**src/rtl/nn_pkg.sv**
```systemverilog
// Shared definitions for the binarized MLP output stage.
// Holds the class count, index width, the no-digit code, the classifier
// FSM state type and the 7-segment constants used when CLASSIFY_SEG7_EN is defined.
package nn_pkg;

    localparam int         NUM_CLASSES = 10;
    localparam int         IDX_W       = 4;
    localparam logic [3:0] NO_DIGIT    = 4'hF;

    // Active-low segment patterns, bit order {g,f,e,d,c,b,a}
    localparam logic [6:0] SEG_BLANK   = 7'h7F;
    localparam logic [6:0] SEG_DASH    = 7'h3F;

    typedef enum logic [1:0] {
        IDLE  = 2'd0,
        SCAN  = 2'd1,
        FINAL = 2'd2,
        HOLD  = 2'd3
    } cls_state_t;

endpackage

```
**src/rtl/seg7_decode.sv**
```systemverilog
// Combinational digit-to-7-segment decoder (active-low, {g,f,e,d,c,b,a}).
// Digits 0..9 map to their glyphs, the no-digit code shows a centre dash,
// and any other code blanks the display. Used only when CLASSIFY_SEG7_EN is defined.
module seg7_decode
    import nn_pkg::*;
(
    input  logic [3:0] i_digit,
    output logic [6:0] o_seg
);

    // Glyph lookup for the predicted digit
    always_comb begin
        o_seg = SEG_BLANK;
        case (i_digit)
            4'd0:    o_seg = 7'h40;
            4'd1:    o_seg = 7'h79;
            4'd2:    o_seg = 7'h24;
            4'd3:    o_seg = 7'h30;
            4'd4:    o_seg = 7'h19;
            4'd5:    o_seg = 7'h12;
            4'd6:    o_seg = 7'h02;
            4'd7:    o_seg = 7'h78;
            4'd8:    o_seg = 7'h00;
            4'd9:    o_seg = 7'h10;
            NO_DIGIT: o_seg = SEG_DASH;
            default: o_seg = SEG_BLANK;
        endcase
    end

endmodule

```
**src/rtl/classify_a3.sv**
```systemverilog
// Output stage of the binarized MLP: captures the layer-3 vector on its done
// pulse, scans it MSB-first one bit per clock, and presents the first set
// neuron as the predicted digit with an ambiguity flag and a valid/ready
// result handshake. An unaccepted result that gets overwritten sets a sticky
// overrun flag. Optional macro CLASSIFY_SEG7_EN adds a registered seg output.
module classify_a3 #(
    parameter int         NUM_CLASSES = nn_pkg::NUM_CLASSES,
    parameter logic [3:0] NO_DIGIT    = nn_pkg::NO_DIGIT
) (
    input  logic                   clk,
    input  logic                   rst,
    input  logic                   a3_valid,
    input  logic [NUM_CLASSES-1:0] a3,
    output logic [3:0]             digit,
    output logic                   digit_ambiguous,
    output logic                   digit_valid,
    input  logic                   digit_ready,
    output logic                   busy,
`ifdef CLASSIFY_SEG7_EN
    output logic [6:0]             seg,
`endif
    output logic                   overrun
);
    import nn_pkg::*;

    localparam logic [IDX_W-1:0] LAST_IDX = IDX_W'(NUM_CLASSES - 1);

    cls_state_t             r_state, w_state_nxt;
    logic [NUM_CLASSES-1:0] r_sr, w_sr_nxt;
    logic [IDX_W-1:0]       r_idx, w_idx_nxt;
    logic [3:0]             r_ones, w_ones_nxt;
    logic [3:0]             r_first, w_first_nxt;
    logic [3:0]             r_digit, w_digit_nxt;
    logic                   r_amb, w_amb_nxt;
    logic                   r_valid, w_valid_nxt;
    logic                   r_busy, w_busy_nxt;
    logic                   r_overrun, w_overrun_nxt;
    logic                   w_load;
    logic                   w_msb;

    assign w_msb = r_sr[NUM_CLASSES-1];

    // Next-state and datapath update for the capture/scan/present sequence
    always_comb begin
        w_state_nxt   = r_state;
        w_sr_nxt      = r_sr;
        w_idx_nxt     = r_idx;
        w_ones_nxt    = r_ones;
        w_first_nxt   = r_first;
        w_digit_nxt   = r_digit;
        w_amb_nxt     = r_amb;
        w_valid_nxt   = r_valid;
        w_overrun_nxt = r_overrun;
        w_load        = 1'b0;

        case (r_state)
            IDLE: begin
                if (a3_valid) begin
                    w_load = 1'b1;
                end else begin
                    w_state_nxt = IDLE;
                end
            end
            SCAN: begin
                w_sr_nxt  = {r_sr[NUM_CLASSES-2:0], 1'b0};
                w_idx_nxt = r_idx + {{(IDX_W-1){1'b0}}, 1'b1};
                if (w_msb) begin
                    w_ones_nxt = (r_ones == 4'hF) ? r_ones : r_ones + 4'd1;
                    if (r_first == NO_DIGIT) begin
                        w_first_nxt = 4'(r_idx);
                    end else begin
                        w_first_nxt = r_first;
                    end
                end else begin
                    w_ones_nxt = r_ones;
                end
                if (r_idx == LAST_IDX) begin
                    w_state_nxt = FINAL;
                end else begin
                    w_state_nxt = SCAN;
                end
            end
            FINAL: begin
                w_digit_nxt = r_first;
                w_amb_nxt   = (r_ones != 4'd1);
                w_valid_nxt = 1'b1;
                w_state_nxt = HOLD;
            end
            HOLD: begin
                if (digit_ready) begin
                    // Result accepted; a simultaneous new vector starts straight away
                    w_valid_nxt = 1'b0;
                    if (a3_valid) begin
                        w_load = 1'b1;
                    end else begin
                        w_state_nxt = IDLE;
                    end
                end else if (a3_valid) begin
                    // Pending result is lost to the new vector
                    w_overrun_nxt = 1'b1;
                    w_valid_nxt   = 1'b0;
                    w_load        = 1'b1;
                end else begin
                    w_state_nxt = HOLD;
                end
            end
            default: begin
                w_state_nxt = IDLE;
            end
        endcase

        if (w_load) begin
            w_sr_nxt    = a3;
            w_idx_nxt   = {IDX_W{1'b0}};
            w_ones_nxt  = 4'd0;
            w_first_nxt = NO_DIGIT;
            w_state_nxt = SCAN;
        end else begin
            w_sr_nxt = w_sr_nxt;
        end

        w_busy_nxt = (w_state_nxt == SCAN) || (w_state_nxt == FINAL);
    end

    // State, scan datapath and result registers
    always_ff @(posedge clk) begin
        if (rst) begin
            r_state   <= IDLE;
            r_sr      <= {NUM_CLASSES{1'b0}};
            r_idx     <= {IDX_W{1'b0}};
            r_ones    <= 4'd0;
            r_first   <= NO_DIGIT;
            r_digit   <= NO_DIGIT;
            r_amb     <= 1'b0;
            r_valid   <= 1'b0;
            r_busy    <= 1'b0;
            r_overrun <= 1'b0;
        end else begin
            r_state   <= w_state_nxt;
            r_sr      <= w_sr_nxt;
            r_idx     <= w_idx_nxt;
            r_ones    <= w_ones_nxt;
            r_first   <= w_first_nxt;
            r_digit   <= w_digit_nxt;
            r_amb     <= w_amb_nxt;
            r_valid   <= w_valid_nxt;
            r_busy    <= w_busy_nxt;
            r_overrun <= w_overrun_nxt;
        end
    end

    assign digit           = r_digit;
    assign digit_ambiguous = r_amb;
    assign digit_valid     = r_valid;
    assign busy            = r_busy;
    assign overrun         = r_overrun;

`ifdef CLASSIFY_SEG7_EN
    logic [6:0] w_seg_dec;
    logic [6:0] r_seg;

    seg7_decode u_seg7_decode (
        .i_digit (r_first),
        .o_seg   (w_seg_dec)
    );

    // Segment pattern follows digit, loaded on the same FINAL edge
    always_ff @(posedge clk) begin
        if (rst) begin
            r_seg <= SEG_BLANK;
        end else if (r_state == FINAL) begin
            r_seg <= w_seg_dec;
        end else begin
            r_seg <= r_seg;
        end
    end

    assign seg = r_seg;
`endif

endmodule

```
**config.mk**
```make
export PLATFORM = sky130hd
export DESIGN_NAME = classify_a3
export DESIGN_NICKNAME = d
export VERILOG_FILES = /design/src/rtl/nn_pkg.sv /design/src/rtl/seg7_decode.sv /design/src/rtl/classify_a3.sv
export SDC_FILE = /design/constraint.sdc
export NUM_CORES = 1
export LEC_CHECK = 0
export ABC_AREA = 1
export ABC_CLOCK_PERIOD_IN_PS = 1800
export CORE_MARGIN = 2
export CORE_UTILIZATION = 53
export DETAILED_ROUTE_END_ITERATION = 8
export PLACE_DENSITY = 0.83
export RECOVER_POWER = 50
export SLEW_MARGIN = 20
export SYNTH_ARGS = -nofsm -noshare
export SYNTH_HDL_FRONTEND = slang
export SYNTH_SLANG_ARGS = --single-unit
export TNS_END_PERCENT = 50
```
**constraint.sdc**
```tcl
create_clock -name clk -period 1.8 [get_ports clk]
set_input_delay 0.27 -clock clk [delete_from_list [all_inputs] [get_ports clk]]
set_output_delay 0.27 -clock clk [all_outputs]
set_load 0.05 [all_outputs]
```
### Word level (Yosys, flattened, before mapping)

Index checks and enable logic that the tools add are counted.
Widths: inputs -> output; s select.

* add/sub/neg operators: 2
* equality and inequality tests: 10
* multiplexer cells: 13
* bitwise logic cells: 2
* reductions and logical operators: 10

Operators with widths (count)
* $mux 10: 2
* $eq 4x4->1 const B: 3
* $mux 2: 5
* $reduce_and 3->1: 3
* $add 4x1->4 const B: 2
* $pmux 2 s4: 1
* $eq 2x2->1 const B: 3
* $eq 2x1->1 const B: 2
* $mux 1: 4
* $ne 4x1->1 const B: 1
* $reduce_bool 2->1: 2
* $reduce_or 2->1: 2
* $ne 3x3->1 const B: 1
* $logic_not 2->1: 1
* $not 1->1: 2
* $pmux 1 s2: 1
* $reduce_and 2->1: 1
* $logic_or 1x1->1: 1

* flip-flop bits (word level): 32
* bits of input ports: 14
* output and inout port bits: 8
* logic and storage cells: 47

### Longest topological paths before layout

Gate-level depths: netlist (run 1).

* depth in word-level cells: 6
* gate-level depth with buffers: 10
* depth with buffers taken out: 10

### Worst setup path before layout (run 1)

OpenSTA, ideal clock, no wires.

* path kind: register -> register
* from: register r_state[0]
* to: register r_sr[5]
* setup time: 122 ps
* data arrival time: 1361 ps
* data required time: 1678 ps
* slack: 317 ps
* cell stages (with the launch flop): 9
* path buffers: 2
* clock period less this slack: 1483 ps
* cell sequence: dfxtp_1 > inv_1 > ha_1 > nor2_4 > inv_2 > buf_6 > buf_6 > o21ai_1 > a31oi_1

* cells in the longest elaborated chain, start to end: 4
* elaborated cells on any way between the ends: 7
* those cells by class: eq/ne (2); mux (2); reduce/logical (3)

Ends and longest elaborated chain
* start, declared: line classify_a3.sv:28 `cls_state_t r_state, w_state_nxt;`
* start signal, assigned: line classify_a3.sv:139 `r_state <= w_state_nxt;`
* $eq 2x2->1 or $logic_not 2->1 (tied branches): line classify_a3.sv:56 `case (r_state)`
* $reduce_or 2->1 (no source line)
* $mux 1
* $mux 10 or $reduce_bool 2->1 (tied branches)
* end signal, assigned: line classify_a3.sv:129 `r_sr <= {NUM_CLASSES{1'b0}};`
* end signal, assigned: line classify_a3.sv:140 `r_sr <= w_sr_nxt;`
* end, declared: line classify_a3.sv:29 `logic [NUM_CLASSES-1:0] r_sr, w_sr_nxt;`

Several ways; a longest one is shown, not always the timed one.
A chain may end at the register's enable or synchronous reset.

### Final worst setup path (run 1)

* from: register r_valid (netlist: digit_valid)
* to: output port digit_valid

RTL lines
* start, declared: line classify_a3.sv:35 `logic r_valid, w_valid_nxt;`
* start signal, assigned: line classify_a3.sv:146 `r_valid <= w_valid_nxt;`
* end, declared: line classify_a3.sv:16 `output logic digit_valid,`

No word-level cell between the ends.

==> results.toml, run 1 <==
[placed_design]
place.gp.congestion = 0.796
io_buffers = 21
dp_slack_ns = 0.0551
dp.cells = 244
hpwl_um = 2000
placed_cell_area_um2 = 1710

[power]
p_per_area_nw_per_um2 = 968
ir_worst_vdd_uv = 738
p_leak_uw = 0.000760

[floorplanning]
die_w_um = 57.0
die_h_um = 57.0
start_util = 0.550
num_io_pins = 22
coreArea_um2 = 2710
num_rows = 19
die_area_um2 = 3250

[sta]
fmax_mhz = 570
setup_viol = 0
grt_setup_unrepaired = "no"
clock_skew_ns = 0.00331
slew_headroom = 0.670
fin_crit_ns = 1.76
period_share = 0.975
setup_ws_ns = 0.0443
setup_tns_ns = 0
worst_pin_slew_ns = 0.493
hold_viol_final = 0
slew_viol_final = 0

[yosys]
synth-seq-cells = 32
synth_warnings = 0
yosysTopAreaCell = "dfxtp_1"
syn_area_um2 = 1490
synth-seq-area-share = 0.430
syn-mean-instance-area_um2 = 7.61
synth_top_area_share = 0.430
synth_area_leaders = "dfxtp_1, nand2_1, ha_1, inv_1, nand3_1"
ys_types = 26
synth_nets = 218
syn_inst = 196

[global_routing]
overflow = 0
grt_max_degree = 21
grt_use_total = 0.180
grt_pass1_vias = 1106
grt_pass1_wl_um = 4570
antenna_found_initial = 0

[final_layout]
area_growth_pct = 18.5
layout-drive-gt1-share = 0.0905
antenna_cells = 0
nets = 242
final_core_util = 0.652
fin_cells = 252
seq_area_um2 = 641
multiInputGateArea_um2 = 707
fillerInstances = 238
stdcell_area_um2 = 1770

[setup_path]
path_class = "reg2out"
cp-end-kind = "primary output"
crit_slowest_cell = "clkdlybuf4s50_1"
cp_slowest_stage_delay_ns = 0.80
cp_top_family = "buffers and inverters"
path_cells = "clkdlybuf4s50_1"
path_buf_inv = 1
critPathRequiredTime_ns = 1.53
r2r_end = "r_idx[2]$_SDFFE_PP0P_"
critPathArrivalTime_ns = 1.49
ff2ff_setup_slack_ns = 0.17
critPathLaunchType = "register"
r2r_start = "r_state[0]$_SDFF_PP0_"
critical_path_depth = 1
cp_max_fo = 2
r2r_cells = 7

[clocking]
htreeDepth = 2
cts_buffers = 5
clock_sinks = 32
holdBufCountCts = 0
cts_tree = "yes"
clockBufferDepth = 2
clk_pin_slew_ns = 0.09
root_buffer = "clkbuf_4"
clk_latency_ns = 0.33

[routing]
drc_errors = 0
routed_wl_um = 2760
drt_iter0_drc = 20
vias = 1292
postRouteAntennaNets = 0
routed_via_density = 5.13
wl_per_cell_um = 10.9
dr.pass1.iters = 4

[hold_path]
min_to = "digit[2]$_SDFFE_PP1P_"
hold_start = "digit[2]$_SDFFE_PP1P_"
hold_depth = 2
hold_path_class = "reg2reg"

[flow_run]
drv_cap = 0

[outcome]
outcome = "completed"
## worst max-delay path by stage
stage,slack (ns),to,startpoint
floorplan,0.32,r_sr[5]$_SDFFE_PP0P_,r_state[0]$_SDFF_PP0_
global placement,0.09,busy$_SDFF_PP0_,a3_valid
detailed placement,0.06,busy$_SDFF_PP0_,a3_valid
CTS,0.03,digit_valid,digit_valid$_SDFFE_PP0P_
global route,0.008,digit_valid,digit_valid$_SDFFE_PP0P_
finish,0.04,digit_valid,digit_valid$_SDFFE_PP0P_
## cells in the final DEF, fill, tap and decap left out
cell type	netlist	routed
a21oi_1	10	10
a22oi_1	1	1
a31oi_1	8	8
a41oi_1	1	1
buf_4	2	3
clkbuf_1	0	2
clkbuf_4	0	5
clkbuf_8	0	1
clkdlybuf4s50_1	0	20
clkinv_1	1	1
dfxtp_1	32	32
dlygate4sd3_1	0	1
ha_1	8	8
inv_1	19	19
inv_2	3	2
inv_4	0	1
nand2_1	55	55
nand2_2	1	1
nand3_1	13	13
nand3_2	1	1
nand4_1	3	3
nor2_1	10	10
nor2_2	0	1
nor2_4	2	1
nor3_1	1	1
o21a_1	3	3
o21ai_0	11	12
o21ai_2	3	3
or2_2	1	1
xor2_1	1	1
## report_power, final
part / switching [uW] / leakage (uW) / total, uW / internal [uW]
Clock: 230 / 0.0000326 / 422 / 193
Combinational: 296 / 0.000466 / 470 / 174
Sequential: 39.2 / 0.000262 / 818 / 779
## stage by stage
stage	total power (uW)	hold slack, ns
floorplan	1190	0.417
global placement	1300	0.437
detailed placement	1300	0.443
CTS	1730	0.466
global route	1810	0.489
finish	1710	0.464
## cell families (layout without fill, tap and decap cells)
kind of cell	after synthesis	count (layout)	share of synthesized area
AO/OA/AOI/OAI	38	38	0.151
flip-flops	32	32	0.430
AND/OR/NAND/NOR	87	87	0.253
XOR/XNOR	1	1	0.00587
buffers and inverters	30	55	0.0931
adder cells (fa/ha/maj)	8	8	0.0671
## final cells by class
type                       count  area share
multi-input combinational    134       0.400
sequential                    32       0.363
timing repair buffer          24       0.132
inverter                      23      0.0503
clock buffer                   8      0.0333
tap                           31      0.0220
## cell usage after synthesis
library cell  count
dfxtp_1          32
nand2_2           1
inv_2             3
o21ai_1           1
a41oi_1           1
nor2_4            2
clkinv_1          1
buf_4             2
nand3_2           1
or2_2             1
o21ai_2           3
nand4_1           3
o21a_1            3
nand2_1          55
buf_2             3
nand3_1          13
nor3_1            1
a22oi_1           1
a31oi_1           8
a21oi_1          10
o21ai_0          11
nor2_1           10
buf_6             2
ha_1              8
inv_1            19
xor2_1            1
## metal layers
metal | wire, um | global-route usage | up-vias
li1 | - | - | 686
met1 | 1290 | 0.213 | 575
met2 | 1310 | 0.300 | 24
met3 | 111 | 0.0522 | 7
met4 | 51 | 0.0831 | 0
met5 | 0 | 0 | -
## registers in the layout (all words and copies together) (netlist names)
name and flops:
busy 1, r_state 2, digit_ambiguous 1, overrun 1
r_sr 10, digit_valid 1, r_idx 4, r_ones 4
digit 4, r_first 4
## what timing repair did
action                                  in CTS  in global routing
buffers inserted                             0                  0
gates resized for setup                      0                  2
endpoints found under the setup margin       0                  1
(Power assumes the default switching activity.)
==> run 2, diff against run 1 <==
--- a/config.mk
+++ b/config.mk
@@ -7,10 +7,12 @@
 export LEC_CHECK = 0
 export ABC_AREA = 1
 export ABC_CLOCK_PERIOD_IN_PS = 1800
+export CELL_PAD_IN_SITES_DETAIL_PLACEMENT = 1
+export CELL_PAD_IN_SITES_GLOBAL_PLACEMENT = 1
 export CORE_MARGIN = 2
-export CORE_UTILIZATION = 53
+export CORE_UTILIZATION = 38
 export DETAILED_ROUTE_END_ITERATION = 8
-export PLACE_DENSITY = 0.83
+export PLACE_DENSITY = 0.82
 export RECOVER_POWER = 50
 export SLEW_MARGIN = 20
 export SYNTH_ARGS = -nofsm -noshare
==> results.toml, run 2 (same netlist as run 1, synthesis figures left out) <==
[setup_path]
cp-end-kind = "primary output"
path_buf_inv = 1
cp_slowest_stage_delay_ns = 0.80
path_class = "reg2out"
critPathLaunchType = "register"
crit_slowest_cell = "clkdlybuf4s50_1"
cp_max_fo = 2
critPathRequiredTime_ns = 1.53
path_cells = "clkdlybuf4s50_1"
critPathArrivalTime_ns = 1.42
cp_top_family = "buffers and inverters"

[sta]
worst_pin_slew_ns = 0.490
slew_headroom = 0.672
period_share = 0.937
fin_crit_ns = 1.69
fmax_mhz = 593
slew_viol_final = 0
grt_setup_unrepaired = "no"
hold_viol_final = 0
setup_tns_ns = 0
setup_viol = 0
clock_skew_ns = 0.00342

[final_layout]
fillerInstances = 481
layout_common_cells = "nand2_1, dfxtp_1, clkdlybuf4s50_1"
final_core_util = 0.500
stdcell_area_um2 = 1860
nets = 246
regMostFlops = "r_sr"
antenna_cells = 0
final_common_cell = "nand2_1"
largest_register_ffs = 10
area_growth_pct = 24.5
layout-drive-gt1-share = 0.116
seq_area_um2 = 641
multiInputGateArea_um2 = 712

[routing]
routed_via_density = 4.88
vias = 1332
drt_iter0_drc = 29
drc_errors = 0
routed_wl_um = 3320
dr.pass1.iters = 4
wl_per_cell_um = 12.2
postRouteAntennaNets = 0

[power]
pwr-share-comb = 0.265
ir_worst_vdd_uv = 392
p_per_area_nw_per_um2 = 1010
p_sw_frac = 0.324
p_sw_uw = 610
clockPowerShare = 0.300
p_seq_frac = 0.435
p_int_uw = 1270
p_leak_uw = 0.000799
finalPower_uw = 1880

[floorplanning]
num_io_pins = 22
die_h_um = 66.7
die_area_um2 = 4440
start_util = 0.401
coreArea_um2 = 3720
num_rows = 22
die_w_um = 66.7

[clocking]
cts_resized = 0
holdBufCountCts = 0
cts_tree = "yes"
root_buffer = "clkbuf_8"
cts_buffers = 5
clockBufferDepth = 2
cts_setup_buffers = 0
htreeDepth = 2
clk_latency_ns = 0.28
clock_sinks = 32
clk_pin_slew_ns = 0.06

[outcome]
outcome = "completed"

[global_routing]
grt_pass1_wl_um = 5770
antenna_found_initial = 0
top_usage_layer = "met2"
grt_max_degree = 21
overflow = 0
global_route.usage.met3 = 0.0456
gr-usage-met1 = 0.208
grt_pass1_vias = 1305
grt_use_total = 0.174
gr-usage-met2 = 0.298

[placed_design]
place.gp.congestion = 0.758
hpwl_um = 2520
io_buffers = 21
placed_cell_area_um2 = 1760

[hold_path]
hold_path_class = "reg2reg"

[flow_run]
drv_cap = 0
==> run 2: cell types whose count changed in the layout (fill, tap and decap cells not counted) <==
cell,before,now
o21ai_0,12,11
o21ai_1,0,1
buf_4,3,7
clkbuf_4,5,0
clkbuf_1,2,0
clkinv_2,0,2
nor2_4,1,2
clkbuf_8,1,6
nor2_2,1,0
==> run 2: power by group through the flow <==
stage | Clock (uW) | Sequential [uW] | Combinational [uW]
after floorplan | 0 | 899 | 292
after global placement | 0 | 831 | 489
after detailed placement | 0 | 833 | 500
after CTS | 580 | 818 | 504
after global routing | 617 | 826 | 559
final | 563 | 818 | 499
==> run 2: worst paths after layout <==
path	from	end	slack [ns]	depth (start not counted)
worst max-delay path	digit[2]$_SDFFE_PP1P_	digit[2]	0.11	1
worst min-delay path	digit[1]$_SDFFE_PP1P_	digit[1]$_SDFFE_PP1P_	0.46	2
worst max register to register	r_state[1]$_SDFF_PP0_	busy$_SDFF_PP0_	0.20	10
worst min register to register	digit[1]$_SDFFE_PP1P_	digit[1]$_SDFFE_PP1P_	0.46	2
==> run 2: per-stage QoR <==
| step | setup slack (ns) | hold WS, ns | std cells |
|---|---|---|---|
| 2_1_floorplan | 0.317 | 0.417 | 196 |
| 3_3_place_gp | 0.161 | 0.443 | 265 |
| 3_5_place_dp | 0.102 | 0.447 | 265 |
| 4_1_cts | 0.0930 | 0.464 | 273 |
| 5_1_grt | 0.0455 | 0.485 | 273 |
| 6_report | 0.113 | 0.458 | 273 |
==> run 2: area by class of cell <==
cell class / count / area share
sequential: 32 / 0.345
multi-input combinational: 134 / 0.383
tap: 48 / 0.0323
inverter: 23 / 0.0478
clock inverter: 2 / 0.00539
timing repair buffer: 28 / 0.142
clock buffer: 6 / 0.0445
==> run 2: routing by layer <==
| metal | vias to the layer above | routed length [um] |
|---|---|---|
| met5 | - | 0 |
| met4 | 0 | 38 |
| met3 | 4 | 87 |
| met2 | 16 | 1600 |
| met1 | 624 | 1600 |
| li1 | 688 | - |
